==> src/rtl/disp_pkg.sv <==
// Shared types and constants for the 4-digit 7-segment scan controller.
`timescale 1ns/1ps
package disp_pkg;

  typedef logic [1:0] digit_idx_t;
  typedef logic [1:0] eng_state_t;

  localparam eng_state_t ENG_IDLE   = 2'd0;
  localparam eng_state_t ENG_CONV_M = 2'd1;
  localparam eng_state_t ENG_CONV_H = 2'd2;
  localparam eng_state_t ENG_COMMIT = 2'd3;

  localparam digit_idx_t DIG_MIN_ONES = 2'd0;
  localparam digit_idx_t DIG_MIN_TENS = 2'd1;
  localparam digit_idx_t DIG_HR_ONES  = 2'd2;
  localparam digit_idx_t DIG_HR_TENS  = 2'd3;

  localparam logic [6:0] SEG_BLANK = 7'h7F;

  // Active-low {g,f,e,d,c,b,a}; entry 9 first, entry 0 last.
  localparam logic [9:0][6:0] SEG_TABLE = {
    7'b0010000, 7'b0000000, 7'b1111000, 7'b0000010, 7'b0010010,
    7'b0011001, 7'b0110000, 7'b0100100, 7'b1111001, 7'b1000000
  };

  function automatic logic [6:0] seg_encode(input logic [3:0] bcd);
    logic [6:0] pat;
    if (bcd <= 4'd9) pat = SEG_TABLE[bcd];
    else pat = SEG_BLANK;
    return pat;
  endfunction

endpackage

==> src/rtl/bin2bcd_seq.sv <==
// Sequential subtract-10 converter: start loads value, done flags the final tens/ones.
`timescale 1ns/1ps
module bin2bcd_seq (
  input  logic       clk,
  input  logic       rst,
  input  logic       clr,
  input  logic       start,
  input  logic [5:0] value,
  output logic [2:0] tens,
  output logic [3:0] ones,
  output logic       done
);

  logic [5:0] rem_q, rem_d;
  logic [2:0] tens_q, tens_d;
  logic       active_q, active_d;

  // One subtraction per cycle while the remainder is still 10 or more.
  always_comb begin
    rem_d    = rem_q;
    tens_d   = tens_q;
    active_d = active_q;
    if (clr) begin
      rem_d    = 6'd0;
      tens_d   = 3'd0;
      active_d = 1'b0;
    end else if (start) begin
      rem_d    = value;
      tens_d   = 3'd0;
      active_d = 1'b1;
    end else if (active_q) begin
      if (rem_q >= 6'd10) begin
        rem_d  = rem_q - 6'd10;
        tens_d = tens_q + 3'd1;
      end else begin
        active_d = 1'b0;
      end
    end else begin
      active_d = 1'b0;
    end
  end

  always_ff @(posedge clk) begin
    if (rst) begin
      rem_q    <= 6'd0;
      tens_q   <= 3'd0;
      active_q <= 1'b0;
    end else begin
      rem_q    <= rem_d;
      tens_q   <= tens_d;
      active_q <= active_d;
    end
  end

  assign tens = tens_q;
  assign ones = rem_q[3:0];
  assign done = active_q && (rem_q < 6'd10);

endmodule

==> src/rtl/disp_scan_ctrl.sv <==
// 4-digit common-anode scan controller with per-frame BCD conversion and blinking.
// Define DISP_LZB_EN to blank a leading zero in the hour-tens position.
`timescale 1ns/1ps
module disp_scan_ctrl import disp_pkg::*; #(
  parameter int SCAN_DIV     = 1000,
  parameter int BLINK_FRAMES = 64
) (
  input  logic       clk,
  input  logic       rst,
  input  logic       en,
  input  logic [5:0] hours_in,
  input  logic [5:0] minutes_in,
  input  logic [3:0] blink_mask,
  output logic [6:0] seg_n,
  output logic [3:0] an_n,
  output logic       conv_busy
);

  localparam int PW = (SCAN_DIV > 1) ? $clog2(SCAN_DIV) : 1;
  localparam int FW = (BLINK_FRAMES > 1) ? $clog2(BLINK_FRAMES) : 1;
  localparam logic [PW-1:0] PRESC_LAST = PW'(SCAN_DIV - 1);
  localparam logic [FW-1:0] FRAME_LAST = FW'(BLINK_FRAMES - 1);

  logic [PW-1:0]   presc_q, presc_d;
  digit_idx_t      idx_q, idx_d;
  logic [FW-1:0]   frame_q, frame_d;
  logic            phase_q, phase_d;
  eng_state_t      state_q, state_d;
  logic [5:0]      snap_h_q, snap_h_d;
  logic [2:0]      mt_q, mt_d, ht_q, ht_d;
  logic [3:0]      mo_q, mo_d, ho_q, ho_d;
  logic [3:0][3:0] dbuf_q, dbuf_d;
  logic [3:0]      an_n_q, an_n_d;
  logic [6:0]      seg_n_q, seg_n_d;
  logic            busy_q, busy_d;

  logic       tc, frame_end;
  logic       bcd_start;
  logic [5:0] bcd_value;
  logic [2:0] bcd_tens;
  logic [3:0] bcd_ones;
  logic       bcd_done;
  logic [3:0] lit_val;

  bin2bcd_seq u_bcd (
    .clk   (clk),
    .rst   (rst),
    .clr   (~en),
    .start (bcd_start),
    .value (bcd_value),
    .tens  (bcd_tens),
    .ones  (bcd_ones),
    .done  (bcd_done)
  );

  // Prescaler, digit index, frame counter and blink phase.
  always_comb begin
    tc        = (presc_q == PRESC_LAST);
    frame_end = en && tc && (idx_q == DIG_HR_TENS);
    presc_d   = presc_q;
    idx_d     = idx_q;
    frame_d   = frame_q;
    phase_d   = phase_q;
    if (!en) begin
      presc_d = '0;
      idx_d   = DIG_MIN_ONES;
      frame_d = '0;
      phase_d = 1'b0;
    end else if (tc) begin
      presc_d = '0;
      idx_d   = idx_q + 2'd1;
      if (frame_end) begin
        if (frame_q == FRAME_LAST) begin
          frame_d = '0;
          phase_d = ~phase_q;
        end else begin
          frame_d = frame_q + FW'(1);
        end
      end else begin
        frame_d = frame_q;
      end
    end else begin
      presc_d = presc_q + PW'(1);
    end
  end

  // Conversion engine; the single converter is reused for minutes then hours.
  always_comb begin
    state_d   = state_q;
    snap_h_d  = snap_h_q;
    mt_d      = mt_q;
    mo_d      = mo_q;
    ht_d      = ht_q;
    ho_d      = ho_q;
    dbuf_d    = dbuf_q;
    bcd_start = 1'b0;
    bcd_value = minutes_in;
    if (!en) begin
      state_d = ENG_IDLE;
    end else begin
      case (state_q)
        ENG_IDLE: begin
          if (frame_end) begin
            bcd_start = 1'b1;
            bcd_value = minutes_in;
            snap_h_d  = hours_in;
            state_d   = ENG_CONV_M;
          end else begin
            state_d = ENG_IDLE;
          end
        end
        ENG_CONV_M: begin
          if (bcd_done) begin
            mt_d      = bcd_tens;
            mo_d      = bcd_ones;
            bcd_start = 1'b1;
            bcd_value = snap_h_q;
            state_d   = ENG_CONV_H;
          end else begin
            state_d = ENG_CONV_M;
          end
        end
        ENG_CONV_H: begin
          if (bcd_done) begin
            ht_d    = bcd_tens;
            ho_d    = bcd_ones;
            state_d = ENG_COMMIT;
          end else begin
            state_d = ENG_CONV_H;
          end
        end
        ENG_COMMIT: begin
          dbuf_d  = {{1'b0, ht_q}, ho_q, {1'b0, mt_q}, mo_q};
          state_d = ENG_IDLE;
        end
        default: state_d = ENG_IDLE;
      endcase
    end
    busy_d = (state_d != ENG_IDLE);
  end

  // Next anode/segment pattern, computed from the upcoming digit index.
  always_comb begin
    lit_val = dbuf_q[idx_d];
    an_n_d  = 4'b1111;
    seg_n_d = SEG_BLANK;
    if (!en) begin
      an_n_d  = 4'b1111;
      seg_n_d = SEG_BLANK;
    end else if (phase_d && blink_mask[idx_d]) begin
      an_n_d  = 4'b1111;
      seg_n_d = SEG_BLANK;
    end else begin
      an_n_d = ~(4'b0001 << idx_d);
`ifdef DISP_LZB_EN
      if ((idx_d == DIG_HR_TENS) && (lit_val == 4'd0)) seg_n_d = SEG_BLANK;
      else seg_n_d = seg_encode(lit_val);
`else
      seg_n_d = seg_encode(lit_val);
`endif
    end
  end

  always_ff @(posedge clk) begin
    if (rst) begin
      presc_q  <= '0;
      idx_q    <= DIG_MIN_ONES;
      frame_q  <= '0;
      phase_q  <= 1'b0;
      state_q  <= ENG_IDLE;
      snap_h_q <= 6'd0;
      mt_q     <= 3'd0;
      mo_q     <= 4'd0;
      ht_q     <= 3'd0;
      ho_q     <= 4'd0;
      dbuf_q   <= '0;
      an_n_q   <= 4'b1111;
      seg_n_q  <= SEG_BLANK;
      busy_q   <= 1'b0;
    end else begin
      presc_q  <= presc_d;
      idx_q    <= idx_d;
      frame_q  <= frame_d;
      phase_q  <= phase_d;
      state_q  <= state_d;
      snap_h_q <= snap_h_d;
      mt_q     <= mt_d;
      mo_q     <= mo_d;
      ht_q     <= ht_d;
      ho_q     <= ho_d;
      dbuf_q   <= dbuf_d;
      an_n_q   <= an_n_d;
      seg_n_q  <= seg_n_d;
      busy_q   <= busy_d;
    end
  end

  assign an_n      = an_n_q;
  assign seg_n     = seg_n_q;
  assign conv_busy = busy_q;

endmodule

==> config.mk <==
export PLATFORM = sky130hd
export DESIGN_NAME = disp_scan_ctrl
export DESIGN_NICKNAME = d
export VERILOG_FILES = /design/src/rtl/disp_pkg.sv /design/src/rtl/bin2bcd_seq.sv /design/src/rtl/disp_scan_ctrl.sv
export SDC_FILE = /design/constraint.sdc
export NUM_CORES = 1
export LEC_CHECK = 0
export ABC_CLOCK_PERIOD_IN_PS = 3100
export BUFFER_PORTS_ARGS = -buffer_cell sky130_fd_sc_hd__buf_2
export CAP_MARGIN = 25
export CORE_MARGIN = 3
export CORE_UTILIZATION = 55
export CTS_BUF_LIST = sky130_fd_sc_hd__clkbuf_4
export CTS_CLUSTER_SIZE = 8
export DETAILED_ROUTE_END_ITERATION = 12
export GPL_TIMING_DRIVEN = 0
export PLACE_DENSITY = 0.77
export SLEW_MARGIN = 0
export SYNTH_ARGS = -nofsm -noshare
export SYNTH_HDL_FRONTEND = slang
export SYNTH_SLANG_ARGS = --single-unit
==> constraint.sdc <==
create_clock -name clk -period 3.1 [get_ports clk]
set_clock_uncertainty 0.2 [all_clocks]
set_input_delay 0.62 -clock clk [delete_from_list [all_inputs] [get_ports clk]]
set_output_delay 0.62 -clock clk [all_outputs]
set_load 0.005 [all_outputs]
# ---- Word level (Yosys, flattened, before mapping)
# Memories as Yosys holds them, arrays and structs flattened. A register that Yosys moved wholly into a read port is not among the register bits.
# Cells that the tools add are included.
dict set report totals {
  ff_bits 70
  mem_bits_ro 112
  in_bits 19
  out_inout_bits 12
  elab_cells 88
  n_memories 1
}
dict set report classes {
  n_addsub 5
  n_lt_le_gt_ge 4
  n_eq_ne 6
  shift 1
  mux 28
  n_bitwise 4
  reduce_logical 20
}
# name words word_bits read_ports rd_ports_with_merged_regs write_ports line_no
set memory_table {}
lappend memory_table {{(name not given)} 16 7 1 1 0 disp_pkg.sv:28} ;# if (bcd <= 4'd9) pat = SEG_TABLE[bcd];
# op count
set ops {}
lappend ops {{$mux 6} 6}
lappend ops {{$mux 1} 13}
lappend ops {{$add 10x1->10 const B} 1}
lappend ops {{$eq 10x10->1 const B} 1}
lappend ops {{$reduce_and 3->1} 3}
lappend ops {{$reduce_or 3->1} 3}
lappend ops {{$bmux 4 s2} 1}
lappend ops {{$mux 2} 4}
lappend ops {{$pmux 2 s4} 1}
lappend ops {{$reduce_and 2->1} 4}
lappend ops {{$add 6x1->6 const B} 1}
lappend ops {{$eq 2x2->1 const B} 3}
lappend ops {{$eq 6x6->1 const B} 1}
lappend ops {{$ge 6x4->1 const B} 1}
lappend ops {{$lt 6x4->1 const B} 1}
lappend ops {{$reduce_bool 2->1} 3}
lappend ops {{$sub 6x4->6 const B} 1}
lappend ops {{$le 4x4->1 const B} 1}
lappend ops {{$logic_and 1x1->1} 4}
lappend ops {{$mux 4} 1}
lappend ops {{$not 4->4} 1}
lappend ops {{$reduce_or 4->1} 1}
lappend ops {{$shl 1x2->4 const A} 1}
lappend ops {{$add 3x1->3 const B} 1}
lappend ops {{8 further kinds} 10}

# ---- Logic depth before layout (Yosys ltp)
dict set report logic_depth {
  depth_word 8
  depth_mapped 11
  mapped_depth_nobuf 10
}

# ---- Cells and area by module
# From an unflattened synthesis, not the netlist that was laid out.
dict set report unflattened {
  cells_unflattened 427
  hier_area_um2 3548.4
}
# module n_inst cells_each area_each_um2 seq_area_each_um2
set modules_own_cells {}
lappend modules_own_cells {disp_scan_ctrl 1 360 2926.6 1341.3}
lappend modules_own_cells {bin2bcd_seq 1 67 621.8 200.2}

# ---- Worst setup path after synthesis
# OpenSTA, ideal clock, no wires.
dict set report synth_path {
  path_type {reg2reg}
  from {register idx_q[0]}
  to {register seg_n_q[3], in the netlist seg_n[3]}
  setup_ns 0.134
  t_arrival_ns 2.595
  required_ns 2.766
  setup_slack_ns 0.171
  stages_incl_launch_ff 12
  path_buffers 1
  synth_period_minus_slack_ns 2.929
  path_cell_list {dfxtp_1 ha_1 clkbuf_1 nand2b_1 o41ai_1 or2_4 a221o_1 inv_1 ha_1 nor2_1 o21a_1 or4b_1}
}
dict set report synth_via {
  elab_chain_cells 8
  elab_cells_between_ends 16
  cone_classes {add/sub (1); order compare (1); eq/ne (1); mux (9); bitwise (1); reduce/logical (3)}
}
# element line_no
set synth_lines {}
lappend synth_lines {{start, declared} disp_scan_ctrl.sv:25} ;# digit_idx_t idx_q, idx_d;
lappend synth_lines {{start signal, assigned} disp_scan_ctrl.sv:182} ;# idx_q <= idx_d;
lappend synth_lines {{$add 2x1->2} disp_scan_ctrl.sv:71} ;# idx_d = idx_q + 2'd1;
lappend synth_lines {{$mux 2} disp_scan_ctrl.sv:69} ;# end else if (tc) begin
lappend synth_lines {{$mux 2} disp_scan_ctrl.sv:64} ;# if (!en) begin
lappend synth_lines {{$bmux 4 s2} disp_scan_ctrl.sv:144} ;# lit_val = dbuf_q[idx_d];
lappend synth_lines {{$mux 4 (not written as such)} disp_scan_ctrl.sv:144}
lappend synth_lines {{$le 4x4->1} disp_pkg.sv:28}
lappend synth_lines {{$not 1->1 (no source line)} --}
lappend synth_lines {{$reduce_or 4->1 (no source line)} --}
lappend synth_lines {{end, declared} disp_scan_ctrl.sv:34} ;# logic [6:0] seg_n_q, seg_n_d;
# Parallel ways exist; a longest one is shown, timed or not. The select of a mux whose other input is x is not followed.
# A chain may end at the register's enable or synchronous reset.

# ---- Final worst setup path
# Same ends and word-level chain as after synthesis.

==> flow_metrics.tcl <==
set metrics [dict create \
    outcome "complete, no violations" \
    sequential_area_share_after_synthesis_pct 43.9 \
    die_h_um 85.9 \
    synth_nets 426 \
    synthDominantAreaCellType "dfxtp_1" \
    maxSlewViolCount 0 \
    fmax_mhz 338 \
    tritoncts.num_buffers 9 \
    routabilityCongestion 0.826 \
    synth.distinct_cells 48 \
    floorplan.rows 28 \
    synth_most_common_cell "dfxtp_1" \
    drc_errors 0 \
    cts_tree "done" \
    drtIter0Drc 120 \
    start_kind "flop" \
    grt_antenna_before_repair 0 \
    synthTopCellsByCount "dfxtp_1 (77), nor2_1 (58), nand2_1 (51), mux2i_1 (30), a21oi_1 (24)" \
    powerDensity_nw_per_um2 415 \
    reg2reg_setup_slack_ps 140 \
    pin_count_of_the_biggest_net_entering_global_routing 15 \
    fillers 532 \
    leakagePower_nw 1.65 \
    h-tree-depth 3 \
    clk_pin_slew_worst_paths_ps 130 \
    worstMarginPinSlew_ps 818 \
    syn2layout_area_growth_pct 13.2 \
    fin_cells 520 \
    share_of_post_route_cells_with_drive_strength_above_1_pct 17.8 \
    core_um2 6060 \
    worstPathArrival_ps 3050 \
    synthesis.area_per_instance_um2 8.83 \
    period_minus_slack_ps 2960 \
    drt-total-wl_um 6950 \
    timing.final.ws_setup_ps 141 \
    grtUsageTotal_pct 20.5 \
    grt-ovfl-total 0 \
    maxSlewHeadroom_pct 45.3 \
    post-place-cells 502 \
    yosys-top-cells-area "dfxtp_1 (44%), mux2i_1 (8.5%), nor2_1 (6.2%)" \
    cts_root_buf "clkbuf_4" \
    dpl.hpwl_um 5070 \
    io_pins 31 \
    worst_hold_path_type "in -> reg" \
    finalSetupTns_ps 0 \
    drt-wirelength-per-cell_um 13.4 \
    final_min_period_over_clock_period_pct 95.4 \
    finalSetupViolations 0 \
    via_count_of_the_first_global_routing_pass 2757 \
    detailedRoute.firstPassIterationCount 6 \
    timing.setup.critical_path_class "reg -> reg" \
    irDropWorstVdd_mv 0.424 \
    placement.setup.worst_slack_ps -308 \
    max_cap_viol_count 0 \
    postRouteAntennaNets 0 \
    fin_worst_hold_slack_ps 223 \
    yosys_most_used_dff "dfxtp_1" \
    clock_sink_count 77 \
    synth_edf_count 0 \
    port_buffers 29 \
    worst_skew_late_latency_ps 420 \
    start_util_pct 58.0 \
    fraction_of_synthesized_cell_area_taken_by_the_top_area_cell_type_pct 43.9 \
    cp-end-kind "flop" \
    hold_violations 0 \
    cp.required_ps 3190 \
    nNetsFinal 468 \
    synth-seq-cells 77 \
    num_antenna_cells 0 \
    synthesis.instances 398 \
    grt_pass1_wl_um 12200 \
    dieWidth_um 85.9 \
    synth_area_um2 3510 \
    area_of_the_die_um2 7380 \
    path_max_fanout 10 \
    vias_per_cell 5.41 \
    vias 2815 \
    yosys_warnings 0 \
    clockBufferDepth 2 \
    synthArstFlopShare_pct 0 \
]
-- layout by cell type (no fill, tap or decap), drive strengths merged, types with 4 or more instances in the layout --
cell,netlist,routed
dfxtp,77,77
nor2,58,58
nand2,51,51
buf,7,39
mux2i,30,30
a21oi,24,24
clkbuf,15,23
xor2,11,11
nand3,11,11
inv,9,10
xnor2,9,9
nor3,9,9
ha,9,9
a211oi,8,8
mux2,8,8
a22oi,6,6
nand4,6,6
o21ai,6,6
nand2b,4,4
a22o,4,4
and3,4,4
or2,4,4
-- cell families after synthesis --
| family | after synthesis | synth area share [%] |
|---|---|---|
| xor gates and xnor gates | 20 | 4.99 |
| buffers and inverters | 31 | 3.92 |
| AOI/OAI and AO/OA | 57 | 10.4 |
| DFF | 77 | 43.9 |
| adders and majority gates | 9 | 3.21 |
| and+or+nand+nor | 166 | 22.5 |
| muxes | 38 | 11.1 |
-- layout make-up --
class                   count  area [µm²]  area share, %
plain buffers              21         115           2.89
clock buffers               9        67.6           1.70
clock inverters             7        75.1           1.89
inverters                   9        33.8          0.849
multi-input cells         290        1880           47.3
flip-flops and latches     77        1550           38.8
well taps                  75        93.8           2.36
repair buffers             32         168           4.21
-- worst max-delay path: stages, from the launching register on --
cell	delay, ps
dfxtp_2	370
clkbuf_4	200
buf_6	160
mux2_2	340
a22oi_1	150
mux2i_1	110
a22o_1	240
inv_2	100
ha_2	210
nor2_1	80
o21a_1	190
or4b_1	490
-- registers in the layout, summed over array words and instances, names as in the netlist, 3 cells and up --
signal and cells:
u_bcd.tens 3, ho_q 4, mo_q 4, an_n 4, presc_q 10, dbuf_q 14, mt_q 3, ht_q 3
u_bcd.rem_q 6, seg_n 7, snap_h_q 6, frame_q 6
-- layer usage --
layer / part of all wire [%] / GRT usage, %
met5: 0 / 0
met4: 2.5 / 8.35
met3: 4.6 / 5.76
met2: 47 / 34.7
met1: 45 / 24.5
-- power by group --
part	internal, W	switching [W]	total, W
Combinational	0.0000200	0.0000306	0.0000505
Sequential	0.000996	0.00000175	0.000997
Clock	0.000248	0.000356	0.000604
Total	0.00126	0.000388	0.00165
-- worst paths after layout --
| kind | start | end | depth (start not counted) |
|---|---|---|---|
| min | hours_in[2] | snap_h_q[2] | 3 |
| max | idx_q[0] | seg_n[3] | 11 |
| max reg2reg | idx_q[0] | seg_n[3] | 11 |
| min reg2reg | presc_q[0] | presc_q[0] | 1 |
-- per-stage QoR --
stage	power [W]	area (µm²)	utilization [%]
floorplan	0.00104	3510	-
global placement	0.00107	3750	61.9
detailed placement	0.00107	3750	61.9
CTS	0.00167	3910	64.5
global route	0.00172	3980	65.6
finish	0.00165	3980	65.6
-- what timing repair did --
item | CTS | global route
gates cloned | 0 | 0
setup buffers | 1 | 2
hold buffers | 0 | 0
endpoints found under the setup margin | 3 | 3
pin swaps | 2 | 1
gates resized for setup | 4 | 21
hold endpoints to repair | 0 | 0
No activity file was read; power rests on OpenSTA's default activity.
